$ cat src/rtl/rv_ctrl_pkg.sv
// Shared encodings for the multicycle RV32 control unit: FSM states, opcodes,
// ALUOp values and datapath mux selects.
package rv_ctrl_pkg;

  typedef enum logic [3:0] {
    S_FETCH   = 4'd0,
    S_DECODE  = 4'd1,
    S_MEM_ADR = 4'd2,
    S_MEM_RD  = 4'd3,
    S_MEM_WB  = 4'd4,
    S_MEM_WR  = 4'd5,
    S_EXEC_R  = 4'd6,
    S_EXEC_I  = 4'd7,
    S_ALU_WB  = 4'd8,
    S_BRANCH  = 4'd9,
    S_JAL     = 4'd10
  } state_e;

  localparam logic [6:0] OP_LOAD   = 7'b0000011;
  localparam logic [6:0] OP_STORE  = 7'b0100011;
  localparam logic [6:0] OP_RTYPE  = 7'b0110011;
  localparam logic [6:0] OP_ITYPE  = 7'b0010011;
  localparam logic [6:0] OP_BRANCH = 7'b1100011;
  localparam logic [6:0] OP_JAL    = 7'b1101111;

  localparam logic [1:0] ALU_ADD   = 2'b00;
  localparam logic [1:0] ALU_SUB   = 2'b01;
  localparam logic [1:0] ALU_FUNCT = 2'b10;

  localparam logic [1:0] SRCA_PC     = 2'b00;
  localparam logic [1:0] SRCA_OLD_PC = 2'b01;
  localparam logic [1:0] SRCA_RS1    = 2'b10;

  localparam logic [1:0] SRCB_RS2  = 2'b00;
  localparam logic [1:0] SRCB_IMM  = 2'b01;
  localparam logic [1:0] SRCB_FOUR = 2'b10;

  localparam logic [1:0] RES_ALU_OUT = 2'b00;
  localparam logic [1:0] RES_MEM     = 2'b01;

  localparam logic ADR_PC  = 1'b0;
  localparam logic ADR_ALU = 1'b1;

  // Unsupported opcodes map to S_FETCH, which doubles as the illegal marker.
  function automatic state_e decode_target(input logic [6:0] op);
    case (op)
      OP_LOAD, OP_STORE: return S_MEM_ADR;
      OP_RTYPE:          return S_EXEC_R;
      OP_ITYPE:          return S_EXEC_I;
      OP_BRANCH:         return S_BRANCH;
      OP_JAL:            return S_JAL;
      default:           return S_FETCH;
    endcase
  endfunction

endpackage

$ cat src/rtl/multicycle_control.sv
// Moore-style main control FSM for a multicycle RV32 datapath; outputs are a
// decode of the current state, qualified by the memory handshake and zero flag.
module multicycle_control
  import rv_ctrl_pkg::*;
(
  input  logic       clk_i,
  input  logic       rst_ni,
  input  logic [6:0] opcode_i,
  input  logic       zero_i,
  input  logic       mem_ready_i,
  output logic       pc_write_o,
  output logic       ir_write_o,
  output logic       mem_req_o,
  output logic       mem_we_o,
  output logic       reg_write_o,
  output logic       adr_src_o,
  output logic [1:0] alu_src_a_o,
  output logic [1:0] alu_src_b_o,
  output logic [1:0] result_src_o,
  output logic [1:0] alu_op_o,
  output logic       illegal_o,
  output logic       retire_o
);

  state_e     state_q;
  logic [6:0] opcode_q;
  logic       pc_write;
  logic       ir_write;

  always_ff @(posedge clk_i or negedge rst_ni) begin
    if (!rst_ni) begin
      state_q  <= S_FETCH;
      opcode_q <= '0;
    end else begin
      case (state_q)
        S_FETCH:  if (mem_ready_i) state_q <= S_DECODE;
        S_DECODE: begin
          opcode_q <= opcode_i;
          state_q  <= decode_target(opcode_i);
        end
        // The IR may already be refetching, so use the opcode captured in DECODE.
        S_MEM_ADR: state_q <= (opcode_q == OP_STORE) ? S_MEM_WR : S_MEM_RD;
        S_MEM_RD:  if (mem_ready_i) state_q <= S_MEM_WB;
        S_MEM_WR:  if (mem_ready_i) state_q <= S_FETCH;
        S_EXEC_R,
        S_EXEC_I:  state_q <= S_ALU_WB;
        default:   state_q <= S_FETCH;
      endcase
    end
  end

  always_comb begin
    pc_write     = 1'b0;
    ir_write     = 1'b0;
    mem_req_o    = 1'b0;
    mem_we_o     = 1'b0;
    reg_write_o  = 1'b0;
    adr_src_o    = ADR_PC;
    alu_src_a_o  = 2'b00;
    alu_src_b_o  = 2'b00;
    result_src_o = 2'b00;
    alu_op_o     = 2'b00;
    illegal_o    = 1'b0;
    retire_o     = 1'b0;
    case (state_q)
      S_FETCH: begin
        mem_req_o   = 1'b1;
        alu_src_a_o = SRCA_PC;
        alu_src_b_o = SRCB_FOUR;
        alu_op_o    = ALU_ADD;
        pc_write    = mem_ready_i;
        ir_write    = mem_ready_i;
      end
      S_DECODE: begin
        alu_src_a_o = SRCA_OLD_PC;
        alu_src_b_o = SRCB_IMM;
        alu_op_o    = ALU_ADD;
        illegal_o   = (decode_target(opcode_i) == S_FETCH);
      end
      S_MEM_ADR: begin
        alu_src_a_o = SRCA_RS1;
        alu_src_b_o = SRCB_IMM;
        alu_op_o    = ALU_ADD;
      end
      S_MEM_RD: begin
        mem_req_o = 1'b1;
        adr_src_o = ADR_ALU;
      end
      S_MEM_WB: begin
        reg_write_o  = 1'b1;
        result_src_o = RES_MEM;
        retire_o     = 1'b1;
      end
      S_MEM_WR: begin
        mem_req_o = 1'b1;
        mem_we_o  = 1'b1;
        adr_src_o = ADR_ALU;
        retire_o  = mem_ready_i;
      end
      S_EXEC_R: begin
        alu_src_a_o = SRCA_RS1;
        alu_src_b_o = SRCB_RS2;
        alu_op_o    = ALU_FUNCT;
      end
      S_EXEC_I: begin
        alu_src_a_o = SRCA_RS1;
        alu_src_b_o = SRCB_IMM;
        alu_op_o    = ALU_FUNCT;
      end
      S_ALU_WB: begin
        reg_write_o  = 1'b1;
        result_src_o = RES_ALU_OUT;
        retire_o     = 1'b1;
      end
      S_BRANCH: begin
        alu_src_a_o  = SRCA_RS1;
        alu_src_b_o  = SRCB_RS2;
        alu_op_o     = ALU_SUB;
        result_src_o = RES_ALU_OUT;
        pc_write     = zero_i;
        retire_o     = 1'b1;
      end
      S_JAL: begin
        pc_write     = 1'b1;
        reg_write_o  = 1'b1;
        result_src_o = RES_ALU_OUT;
        alu_src_a_o  = SRCA_PC;
        alu_src_b_o  = SRCB_FOUR;
        alu_op_o     = ALU_ADD;
        retire_o     = 1'b1;
      end
      default: ;
    endcase
  end

  // Architectural writes are suppressed while reset is held, even though the
  // FETCH request itself stays visible.
  assign pc_write_o = pc_write & rst_ni;
  assign ir_write_o = ir_write & rst_ni;

endmodule
$ cat config.mk
export PLATFORM = sky130hd
export DESIGN_NAME = multicycle_control
export DESIGN_NICKNAME = d
export VERILOG_FILES = /design/src/rtl/rv_ctrl_pkg.sv /design/src/rtl/multicycle_control.sv
export SDC_FILE = /design/constraint.sdc
export NUM_CORES = 1
export LEC_CHECK = 0
export BUFFER_PORTS_ARGS = -buffer_cell sky130_fd_sc_hd__buf_2
export CELL_PAD_IN_SITES_DETAIL_PLACEMENT = 1
export CELL_PAD_IN_SITES_GLOBAL_PLACEMENT = 1
export CORE_MARGIN = 2
export CORE_UTILIZATION = 36
export DETAILED_ROUTE_END_ITERATION = 6
export HOLD_SLACK_MARGIN = 0.02
export PLACE_DENSITY = 0.81
export SETUP_SLACK_MARGIN = 0.5
export SYNTH_ARGS = -nofsm -noshare
export SYNTH_HDL_FRONTEND = slang
export SYNTH_SLANG_ARGS = --single-unit
export TNS_END_PERCENT = 50
$ cat constraint.sdc
create_clock -name clk_i -period 1.5 [get_ports clk_i]
set_input_delay 0.075 -clock clk_i [delete_from_list [all_inputs] [get_ports clk_i]]
set_output_delay 0.075 -clock clk_i [all_outputs]
set_load 0.01 [all_outputs]
## After elaboration in Yosys (flattened, before gate mapping)

Index checks and enable logic that the tools add are counted.

| storage, ports and cells | value |
|---|---|
| register bits after elaboration | 11 |
| bits in latches | 0 |
| bits in writable memories | 0 |
| bits in read-only memories | 0 |
| bits of input ports | 11 |
| output and inout bits | 16 |
| logic and storage cells | 55 |
| memories kept | 0 |

| cells by class | value |
|---|---|
| add/subtract/negate cells | 0 |
| multipliers | 0 |
| divide/modulo/power cells | 0 |
| order comparisons | 0 |
| equal/unequal tests | 20 |
| shift operators | 0 |
| multiplexer cells | 19 |
| bitwise gates (word level) | 2 |
| reduce and logical (&&, ||, !) cells | 12 |

Operators by type and width:

| operator | count |
|---|---|
| case mux 4 bit (6 select lines) | 1 |
| == test 7 x 6 -> 1 bit, second input constant | 3 |
| case mux 4 bit (5 select lines) | 1 |
| == test 4 x 3 -> 1 bit, second input constant | 4 |
| two-way mux 4 bit | 4 |
| == test 7 bit, second input constant | 2 |
| == test 4 bit, second input constant | 3 |
| case mux 2 bit (2 select lines) | 3 |
| OR reduction 3 bit | 3 |
| == test 4 x 2 -> 1 bit, second input constant | 2 |
| zero test 4 bit | 2 |
| OR reduction 2 bit | 4 |
| OR reduction 4 bit | 2 |
| == test 7 x 2 -> 1 bit, second input constant | 1 |
| == test 7 x 5 -> 1 bit, second input constant | 1 |
| two-way mux 1 bit | 7 |
| != test 2 bit, second input constant | 3 |
| == test 4 x 1 -> 1 bit, second input constant | 1 |
| two-way mux 3 bit | 1 |
| case mux 1 bit (3 select lines) | 1 |
| AND reduction 3 bit | 1 |
| bitwise AND 1 bit | 2 |
| case mux 1 bit (2 select lines) | 1 |

## Longest topological paths before layout

Gate-level depths: netlist of run 1.

| logic depth | value |
|---|---|
| depth in word-level cells | 6 |
| depth in mapped cells | 5 |
| depth with buffers taken out | 4 |

## Least setup slack after synthesis of run 1

No wires, ideal clock.

| path | value |
|---|---|
| path type | register to register |
| start point | register state_q[3] |
| end point | register opcode_q[0] |
| library setup time | 125 ps |
| arrival time | 1221 ps |
| required time | 1375 ps |
| setup slack | 154 ps |
| cell stages (with the launch flop) | 5 |
| path buffers | 1 |
| clock period less this slack | 1346 ps |
| path through | dfrtp_1 -> or2_1 -> nor2_2 -> buf_6 -> mux2_4 |

| on the way | value |
|---|---|
| longest elaborated chain between the ends | 1 |

RTL lines:

| element | RTL line | source |
|---|---|---|
| start: declaration | multicycle_control.sv:25 | `state_e state_q;` |
| start signal: assignment | multicycle_control.sv:39 | `state_q <= decode_target(opcode_i);` |
| start signal: assignment | multicycle_control.sv:42 | `S_MEM_ADR: state_q <= (opcode_q == OP_STORE) ? S_MEM_WR : S_MEM_RD;` |
| == test 4 x 1 -> 1 bit | multicycle_control.sv:35 | `case (state_q)` |
| end signal: assignment | multicycle_control.sv:38 | `opcode_q <= opcode_i;` |
| end: declaration | multicycle_control.sv:26 | `logic [6:0] opcode_q;` |

Every way passes these cells.
A chain may end at the register's enable or synchronous reset.

## Worst setup path after layout of run 1

| path | value |
|---|---|
| start point | register state_q[2] |
| end point | output retire_o |

| on the way | value |
|---|---|
| longest elaborated chain between the ends | 3 |
| elaborated cells on any way between the ends | 7 |
| those cells by class | 5 x eq/ne; 1 x mux; 1 x reduce/logical |

RTL lines:

| element | RTL line | source |
|---|---|---|
| == test 4 bit / == test 4 x 3 -> 1 bit (equally long branches) | multicycle_control.sv:65 | `case (state_q)` |
| OR reduction 4 bit (no line) | -- |  |
| case mux 1 bit (2 select lines) (*) | multicycle_control.sv:65 |  |
| end: declaration | multicycle_control.sv:22 | `output logic retire_o` |

Mark *: on every way between the ends. The rest lies on a longest branch, timed or not.

==> impl_metrics.ini, run 1 <==
[status]
run_status = complete, but fails checks
violations = negative setup slack

[pwr]
power_density_nw_per_um2 = 1991
power.static_leakage_nw = 0.6344
ir_drop_v = 0.001022

[place]
io_buffers = 25
placement.cell_area_um2 = 1026
hpwlAfterDp_um = 1880
gp_congestion = 0.7967

[yosys]
post_synth_instance_area_um2 = 843.3
synth_cells = 96
synth_nets = 107
number_of_enable_type_register_cells_in_the_synthesized_netlist = 0
synth.avg_cell_area_um2 = 8.784
synth_async_sr_flop_share_pct = 100.0
synthDistinctLibCells = 39
synthesis.yosys.warnings = 0
synth.yosys.seq_area_share_pct = 32.64
postSynthRegisterBits = 11
synth_top_flop_cell = sky130_fd_sc_hd__dfrtp_1

[global_routing]
first_global_vias = 1000
globalRouteOverflowTotal = 0
grt_max_degree = 15
grt_antenna_before_repair = 0
global_route_wire_length_before_repair_um = 5009
global_route.usage.total_pct = 25.33

[clocking]
cts_buffers = 3
cts_max_path_buffers = 2
clock-root-buffer = sky130_fd_sc_hd__clkbuf_4
tritoncts_num_sinks = 11
clk_pin_slew_worst_paths_ns = 0.08
clock_insertion_delay_worst_skew_ns = 0.28
ctsHtreeMaxLevel = 1
tritoncts = yes

[detailed_routing]
viasPerCell = 5.441
route.met2.wl_um = 1632
routedWlPerCell_um = 19.02
detailedRoute.firstPassIterationCount = 4
dr_wl_met3_um = 46
routed.top_layer = met4
detail_route.drc_violations = 0
detailroute.via_count = 925
wirelength_met1_um = 1486
remaining_antenna_violation_count_after_routing = 0
drc_violation_total_after_the_first_tritonroute_iteration = 19
wl_um = 3233

[timing]
fin_skew_ns = 0.007008
tightestPinTransition_ns = 0.5298
report.final.setup_viol = 12
timing.final.hold_violations = 0
max_slew_margin_pct = 64.57
report.final.slew_viol_count = 0
grt_setup_unrepaired = true
finalWorstPathRequiredPeriod_ns = 1.621
final.period_utilization_pct = 108.1
timing.hold.ws_ns = 0.05117
fmax_mhz = 616.9
post-route-worst-setup-slack_ns = -0.1211

[floorplan]
core-area_um2 = 2212
initial_core_util_pct = 38.12
fp.dieArea_um2 = 2746
die_height_um = 52.40
pin_count = 27
floorplan.die.width_um = 52.40
fp-row-count = 17

[worst_setup_path]
critPathRequiredTime_ns = 1.42
crit_arrival_ns = 1.55
critPathKind = register to output port
critical_path_start = state_q[2]$_DFFE_PN0P_
worst_r2r_startpoint = state_q[3]$_DFFE_PN0P_
critPathCaptureType = output port
setup_crit_start_kind = register
cp_max_fo = 5

[min_path]
holdCritStartpoint = opcode_i[2]
hold_path_class = input pin to register

[layout]
layout.nets = 154
drive_gt1_share_pct = 54.93
antenna-diode-count = 0
final.fill_count = 268
p_r_area_growth_vs_syn_pct = 56.38
final_design_area_no_fill_um2 = 1319

[job]
maxCapViolCount = 0
==> repair_timing <==
item	CTS	global route
pin swaps	10	11
hold endpoints to repair	11	0
setup endpoints to repair	26	26
setup buffers	11	3
gates resized for setup	23	8
hold buffers	1	0
==> logic make-up (layout without fill, tap and decap cells) <==
family | after synthesis | after routing | share of synthesized area, %
other | 1 | 1 | 0.4447
muxes | 8 | 8 | 13.65
and+or+nand+nor | 42 | 42 | 25.82
DFF | 11 | 11 | 32.64
xor gates and xnor gates | 3 | 3 | 3.116
AOI/OAI and AO/OA | 22 | 22 | 18.40
buffers and inverters | 9 | 55 | 5.935
==> layout make-up <==
class                   count  area [µm²]  area share, %
well taps                  28       35.03          2.657
inverters                   3       11.26         0.8539
clock buffers               4       26.28          1.992
multi-input cells          76       609.3          46.21
flip-flops and latches     11       275.3          20.87
repair buffers             48       361.6          27.42
==> synthesized netlist by cell type, types with 2 or more instances <==
master,n,area (µm²)
sky130_fd_sc_hd__nor2_1,14,52.55
sky130_fd_sc_hd__dfrtp_1,11,275.3
sky130_fd_sc_hd__a21oi_1,7,35.03
sky130_fd_sc_hd__mux2_4,7,105.1
sky130_fd_sc_hd__nand2b_1,5,31.28
sky130_fd_sc_hd__buf_2,4,20.02
sky130_fd_sc_hd__nand2_1,4,15.01
sky130_fd_sc_hd__nand3_1,4,20.02
sky130_fd_sc_hd__o21ai_1,4,20.02
sky130_fd_sc_hd__nor3_1,3,15.01
sky130_fd_sc_hd__inv_1,2,7.510
sky130_fd_sc_hd__nand4_1,2,12.51
sky130_fd_sc_hd__or2_1,2,12.51
sky130_fd_sc_hd__xnor2_1,2,17.52
==> registers in the layout (all words and copies together) (netlist names) <==
signal and cells:
state_q 4, opcode_q 7
==> metrics by stage <==
stage          total power, mW  TNS [ns]  worst slack (ns)  cells  utilization [%]
2_1_floorplan            1.475         0            0.1542     96                -
3_3_place_gp             1.837         0            0.1267    151            46.38
3_5_place_dp             1.893         0           0.09058    151            46.38
4_1_cts                  2.465   -0.3341          -0.08907    167            57.30
5_1_grt                  2.770    -1.167           -0.1571    170            59.62
6_report                 2.626   -0.7914           -0.1211    170            59.62
==> cells in the final DEF, fill, tap and decap left out, types with 2 or more instances in the layout <==
cell	Yosys	routed
sky130_fd_sc_hd__nor2_1	14	10
sky130_fd_sc_hd__o21ai_2	0	2
sky130_fd_sc_hd__clkbuf_4	0	3
sky130_fd_sc_hd__nand2b_4	0	2
sky130_fd_sc_hd__nor2_4	0	3
sky130_fd_sc_hd__o21ai_1	4	2
sky130_fd_sc_hd__a21oi_1	7	6
sky130_fd_sc_hd__nand4_1	2	2
sky130_fd_sc_hd__dfrtp_1	11	11
sky130_fd_sc_hd__nand3_1	4	3
sky130_fd_sc_hd__buf_2	4	22
sky130_fd_sc_hd__buf_4	1	14
sky130_fd_sc_hd__nor3_1	3	2
sky130_fd_sc_hd__nand2b_1	5	3
sky130_fd_sc_hd__nor2_2	1	2
sky130_fd_sc_hd__buf_6	1	9
sky130_fd_sc_hd__mux2_4	7	7
sky130_fd_sc_hd__or2_1	2	2
sky130_fd_sc_hd__nand2_1	4	4
sky130_fd_sc_hd__inv_2	1	2
==> critical path, cell delays in order (launching register included) <==
cell	delay (ns)
sky130_fd_sc_hd__dfrtp_1	0.39
sky130_fd_sc_hd__buf_6	0.15
sky130_fd_sc_hd__nand2b_4	0.14
sky130_fd_sc_hd__buf_4	0.12
sky130_fd_sc_hd__nor2_4	0.04
sky130_fd_sc_hd__a211o_1	0.28
sky130_fd_sc_hd__buf_2	0.15
==> power by group <==
group | internal (mW) | switching [mW]
Clock | 0.103 | 0.117
Sequential | 0.430 | 0.112
Combinational | 0.966 | 0.898
==> path summary, 6_finish.rpt <==
path                                           endpoint  slack [ns]  depth (start not counted)
max in group asynchronous       opcode_q[3]$_DFFE_PN0P_        0.78                          2
worst max-delay path                           retire_o       -0.12                          6
min in group asynchronous       opcode_q[2]$_DFFE_PN0P_        0.36                          2
worst min-delay path            opcode_q[2]$_DFFE_PN0P_        0.05                          2
worst min register to register  opcode_q[6]$_DFFE_PN0P_        0.53                          1
worst max register to register  opcode_q[0]$_DFFE_PN0P_       -0.07                          5
==> layer usage <==
metal	vias to the layer above	GRT usage, %
met2	20	42.92
met3	6	2.286
met4	0	9.829
met1	464	32.92
met5	-	0
li1	435	-
Power figures use the tool's default switching activity.
==> run 2, diff against run 1 <==
--- a/config.mk
+++ b/config.mk
@@ -5,12 +5,13 @@
 export SDC_FILE = /design/constraint.sdc
 export NUM_CORES = 1
 export LEC_CHECK = 0
-export BUFFER_PORTS_ARGS = -buffer_cell sky130_fd_sc_hd__buf_2
+export BUFFER_PORTS_ARGS = -buffer_cell sky130_fd_sc_hd__clkbuf_2
 export CELL_PAD_IN_SITES_DETAIL_PLACEMENT = 1
 export CELL_PAD_IN_SITES_GLOBAL_PLACEMENT = 1
 export CORE_MARGIN = 2
 export CORE_UTILIZATION = 36
 export DETAILED_ROUTE_END_ITERATION = 6
+export GPL_ROUTABILITY_DRIVEN = 1
 export HOLD_SLACK_MARGIN = 0.02
 export PLACE_DENSITY = 0.81
 export SETUP_SLACK_MARGIN = 0.5
==> run 2 against run 1 <==
  * The flow still finishes with violations (negative setup slack)
  * Critical endpoint is now illegal_o
  * Clock skew is 0.0011 ns higher
  * Cell count up 6.5%
  * Worst setup slack worse by 0.051 ns
  * Largest power group unchanged
  * Final area increased by 10%
  * Critical path type unchanged
==> impl_metrics.ini, run 2 (synthesized netlist as in run 1, its figures left out) <==
[place]
placement.cell_area_um2 = 1018
gp_congestion = 0.7634
io_buffers = 25
hpwlAfterDp_um = 1786

[status]
violations = negative setup slack
run_status = complete, but fails checks

[worst_setup_path]
worst_path_max_delay_cell = sky130_fd_sc_hd__dfrtp_1
timing.critical_path.buf_inv = 3
worst_r2r_startpoint = state_q[2]$_DFFE_PN0P_
critical_path.max_stage_delay_ns = 0.41
cp_max_fo = 4
critPathKind = register to output port
cp_top_family = flip-flops
critPathCaptureType = output port
setup_crit_start_kind = register
crit_chain = buf_4 > or2_4 > nor2_4 > buf_6 > o21a_1 > buf_2
critPathRequiredTime_ns = 1.42
critical_path_start = state_q[2]$_DFFE_PN0P_
crit_arrival_ns = 1.60

[detailed_routing]
wl_um = 3925
viasPerCell = 5.602
drc_violation_total_after_the_first_tritonroute_iteration = 11
detailedRoute.firstPassIterationCount = 4
routedWlPerCell_um = 21.69
detail_route.drc_violations = 0
detailroute.via_count = 1014
remaining_antenna_violation_count_after_routing = 0

[timing]
timing.final.hold_violations = 0
fin_skew_ns = 0.008091
report.final.slew_viol_count = 0
tightestPinTransition_ns = 0.5400
max_slew_margin_pct = 63.88
timing.hold.ws_ns = 0.04584
report.final.setup_viol = 19
totalNegativeSetupSlack_ns = -1.741
fmax_mhz = 598.0
post-route-worst-setup-slack_ns = -0.1721
grt_setup_unrepaired = true
final.period_utilization_pct = 111.5
finalWorstPathRequiredPeriod_ns = 1.672

[global_routing]
global_route_wire_length_before_repair_um = 5237
globalRouteOverflowTotal = 0
grt_max_degree = 15
first_global_vias = 987
grt_antenna_before_repair = 0
global_route.usage.total_pct = 27.27

[pwr]
ir_drop_v = 0.001606
total_power_after_layout_mw = 3.078
power_density_nw_per_um2 = 2117
power.static_leakage_nw = 0.7016

[layout]
drive_gt1_share_pct = 59.48
p_r_area_growth_vs_syn_pct = 72.40
layout_commonest_cell = sky130_fd_sc_hd__buf_4
regMostFlops = opcode_q
layout_top_registers = opcode_q (7), state_q (4)
final.fill_count = 260
antenna-diode-count = 0
layout.nets = 165
final_design_area_no_fill_um2 = 1454
number_of_flip_flops_under_the_largest_register_name = 7
final_cell_mix = 21 x sky130_fd_sc_hd__buf_4, 14 x sky130_fd_sc_hd__buf_6, 11 x sky130_fd_sc_hd__clkbuf_2, 11 x sky130_fd_sc_hd__dfrtp_1

[min_path]
holdCritStartpoint = opcode_i[4]
hold_path_class = input pin to register

[floorplan]
core-area_um2 = 2212
initial_core_util_pct = 38.12
floorplan.die.width_um = 52.40
die_height_um = 52.40
fp.dieArea_um2 = 2746
fp-row-count = 17
pin_count = 27

[clocking]
tritoncts_num_sinks = 11
ctsHtreeMaxLevel = 1
cts_max_path_buffers = 2
tritoncts = yes
clock-root-buffer = sky130_fd_sc_hd__clkbuf_4
clock_insertion_delay_worst_skew_ns = 0.30
cts_buffers = 3
clk_pin_slew_worst_paths_ns = 0.08

[job]
maxCapViolCount = 0
[run 2: cell types whose count changed in the layout (fill, tap and decap cells not counted), moves of 2 or more]
| cell | previous run | this run |
|---|---|---|
| sky130_fd_sc_hd__buf_2 | 22 | 10 |
| sky130_fd_sc_hd__buf_6 | 9 | 14 |
| sky130_fd_sc_hd__buf_4 | 14 | 21 |
| sky130_fd_sc_hd__nand2b_4 | 2 | 4 |
| sky130_fd_sc_hd__clkbuf_2 | 0 | 11 |
[run 2: metrics by stage]
step / cells / utilization (%) / setup slack, ns
floorplan: 96 / - / 0.1542
global placement: 150 / 46.04 / 0.1231
detailed placement: 150 / 46.04 / 0.08156
CTS: 172 / 58.54 / -0.05958
global route: 181 / 65.72 / -0.2253
finish: 181 / 65.72 / -0.1721
[run 2: report_power, final]
group / switching [mW] / internal (mW) / total, mW
clock network: 0.129 / 0.104 / 0.233
registers: 0.102 / 0.430 / 0.533
logic: 1.06 / 1.25 / 2.31
[run 2: per-layer routing]
layer,up-vias,track usage (%),part of all wire [%]
met5,-,0,0
met4,0,10.26,1.5
met3,7,6.286,3.4
met2,28,42.08,51
met1,522,36.75,45
li1,457,-,-
[run 2: cell type report]
| class | count | area, µm² | area share, % |
|---|---|---|---|
| multi-input cells | 76 | 641.9 | 44.15 |
| repair buffers | 59 | 460.4 | 31.67 |
| flip-flops and latches | 11 | 275.3 | 18.93 |
| well taps | 28 | 35.03 | 2.410 |
| clock buffers | 4 | 26.28 | 1.807 |
| inverters | 3 | 15.01 | 1.033 |
[run 2: final timing paths]
check                      slack (ns)                 endpoint  depth (start not counted)
max in group asynchronous        0.78  opcode_q[1]$_DFFE_PN0P_                          2
hold reg to reg                  0.52  opcode_q[6]$_DFFE_PN0P_                          1
setup / recovery                -0.17                illegal_o                          6
hold / removal                   0.05  opcode_q[4]$_DFFE_PN0P_                          2
min in group asynchronous        0.36  opcode_q[5]$_DFFE_PN0P_                          2
setup reg to reg                -0.14  opcode_q[3]$_DFFE_PN0P_                          6
[run 2: timing repair]
item,CTS,global route
endpoints found under the setup margin,26,26
endpoints found under the hold margin,11,0
hold buffers,1,0
gates resized for setup,26,31
pin swaps,14,15
setup buffers,17,9
==> run 3, diff against run 2 <==
==> constraint.sdc (replaced) <==
create_clock -name clk_i -period 1.69 [get_ports clk_i]
set_input_delay 0.0845 -clock clk_i [delete_from_list [all_inputs] [get_ports clk_i]]
set_output_delay 0.0845 -clock clk_i [all_outputs]
set_load 0.01 [all_outputs]
==> run 3 against run 2 <==
  * Critical path depth shrank 2
  * Combinational power shrank 31%
  * The flow now finishes without violations
  * Die area did not move
  * Sequential power fell by 4.7%
  * Clock skew down 0.0032 ns
  * Non-clock buffer count shrank 13
  * Global-route usage shrank 6.2 points
  * Clock power fell by 21%
  * Sequential share of layout area up 3.3 points
==> impl_metrics.ini, run 3 (synthesized netlist as in run 1, its figures left out) <==
[pwr]
power_density_nw_per_um2 = 1820
ir_drop_v = 0.0009841
total_power_after_layout_mw = 2.283
power.static_leakage_nw = 0.6044

[layout]
multi_input_comb_area_um2 = 583.1
final_design_area_no_fill_um2 = 1255
final.fill_count = 279
layout_top_registers = opcode_q (7), state_q (4)
final_cell_mix = 21 x sky130_fd_sc_hd__clkbuf_2, 12 x sky130_fd_sc_hd__nor2_1, 12 x sky130_fd_sc_hd__buf_4
layout.nets = 152
p_r_area_growth_vs_syn_pct = 48.81
regMostFlops = opcode_q
register_area_um2 = 279.0
layout_commonest_cell = sky130_fd_sc_hd__clkbuf_2
antenna-diode-count = 0
drive_gt1_share_pct = 52.14
number_of_flip_flops_under_the_largest_register_name = 7

[place]
hpwlAfterDp_um = 1899
gp_congestion = 0.8065
placement.cell_area_um2 = 1017
io_buffers = 25

[worst_setup_path]
cp_max_fo = 5
critPathCaptureType = output port
crit_arrival_ns = 1.48
reg2reg_depth = 5
setup_crit_start_kind = register
critPathRequiredTime_ns = 1.61
critPathKind = register to output port
critical_path.max_stage_delay_ns = 0.47
worst_path_max_delay_cell = sky130_fd_sc_hd__dfrtp_2
cp_top_family = flip-flops
timing.critical_path.buf_inv = 1
worstSetupPathDepth = 4
crit_chain = nand2b_2 > nor2_1 > a211o_1 > buf_2

[timing]
tightestPinTransition_ns = 0.4988
final.period_utilization_pct = 92.72
report.final.slew_viol_count = 0
report.final.setup_viol = 0
fmax_mhz = 638.2
totalNegativeSetupSlack_ns = 0
grt_setup_unrepaired = true
timing.final.hold_violations = 0
fin_skew_ns = 0.004866
finalWorstPathRequiredPeriod_ns = 1.567
max_slew_margin_pct = 66.64

[global_routing]
first_global_vias = 892
grt_antenna_before_repair = 0
global_route_wire_length_before_repair_um = 4140
globalRouteOverflowTotal = 0
grt_max_degree = 15
global_route.usage.total_pct = 21.05

[detailed_routing]
routedWlPerCell_um = 16.79
drc_violation_total_after_the_first_tritonroute_iteration = 13
detail_route.drc_violations = 0
viasPerCell = 5.381
wl_um = 2821
remaining_antenna_violation_count_after_routing = 0
detailroute.via_count = 904
detailedRoute.firstPassIterationCount = 6

[floorplan]
die_height_um = 52.40
floorplan.die.width_um = 52.40
fp-row-count = 17
fp.dieArea_um2 = 2746
core-area_um2 = 2212
pin_count = 27
initial_core_util_pct = 38.12

[clocking]
tritoncts_num_sinks = 11
ctsHtreeMaxLevel = 1
cts_max_path_buffers = 2
clk_pin_slew_worst_paths_ns = 0.07
clock-root-buffer = sky130_fd_sc_hd__clkbuf_4
tritoncts = yes
cts_buffers = 3
clock_insertion_delay_worst_skew_ns = 0.27

[min_path]
hold_critical_path_depth = 2
hold_path_class = input pin to register

[status]
run_status = finished, final reports clean

[job]
maxCapViolCount = 0
run 3: per-stage QoR:
| stage | cells | utilization [%] | setup WS (ns) | hold slack, ns |
|---|---|---|---|---|
| 2_1_floorplan | 96 | - | 0.3442 | -0.2111 |
| 3_3_place_gp | 150 | 45.98 | 0.2406 | 0.04747 |
| 3_5_place_dp | 150 | 45.98 | 0.1932 | 0.04662 |
| 4_1_cts | 165 | 54.07 | 0.1136 | 0.07382 |
| 5_1_grt | 168 | 56.73 | 0.07036 | 0.07823 |
| 6_report | 168 | 56.73 | 0.1230 | 0.08375 |
run 3: repair_timing:
action | CTS | global route
hold endpoints to repair | 11 | 0
setup buffers | 10 | 3
setup endpoints to repair | 25 | 26
hold buffers | 1 | 0
pin swaps | 6 | 5
resized for setup | 19 | 12
run 3: cell type report:
cell class,count,area share (%)
clock buffers,4,2.094
inverters,3,1.296
multi-input cells,76,46.46
flip-flops and latches,11,22.23
well taps,28,2.792
repair buffers,46,25.12
run 3: where the power goes:
group / switching, mW / internal [mW]
combinational: 0.724 / 0.868
clock: 0.0927 / 0.0915
sequential: 0.121 / 0.387
total: 0.938 / 1.35
run 3: per-layer routing:
| metal | vias to the layer above | share of wire (%) | track usage [%] |
|---|---|---|---|
| met1 | 448 | 45 | 23.67 |
| met2 | 21 | 50 | 38.13 |
| met5 | - | 0 | 0 |
| li1 | 431 | - | - |
| met4 | 0 | 1.5 | 7.265 |
| met3 | 4 | 3.6 | 5.143 |
run 3: worst paths after layout:
path	from	endpoint	slack [ns]
max	state_q[0]$_DFFE_PN0P_	retire_o	0.12
min reg2reg	opcode_q[0]$_DFFE_PN0P_	opcode_q[0]$_DFFE_PN0P_	0.53
max in group asynchronous	rst_ni	state_q[3]$_DFFE_PN0P_	0.89
max reg2reg	state_q[3]$_DFFE_PN0P_	opcode_q[1]$_DFFE_PN0P_	0.19
min in group asynchronous	rst_ni	opcode_q[4]$_DFFE_PN0P_	0.44
min	opcode_i[2]	opcode_q[2]$_DFFE_PN0P_	0.08
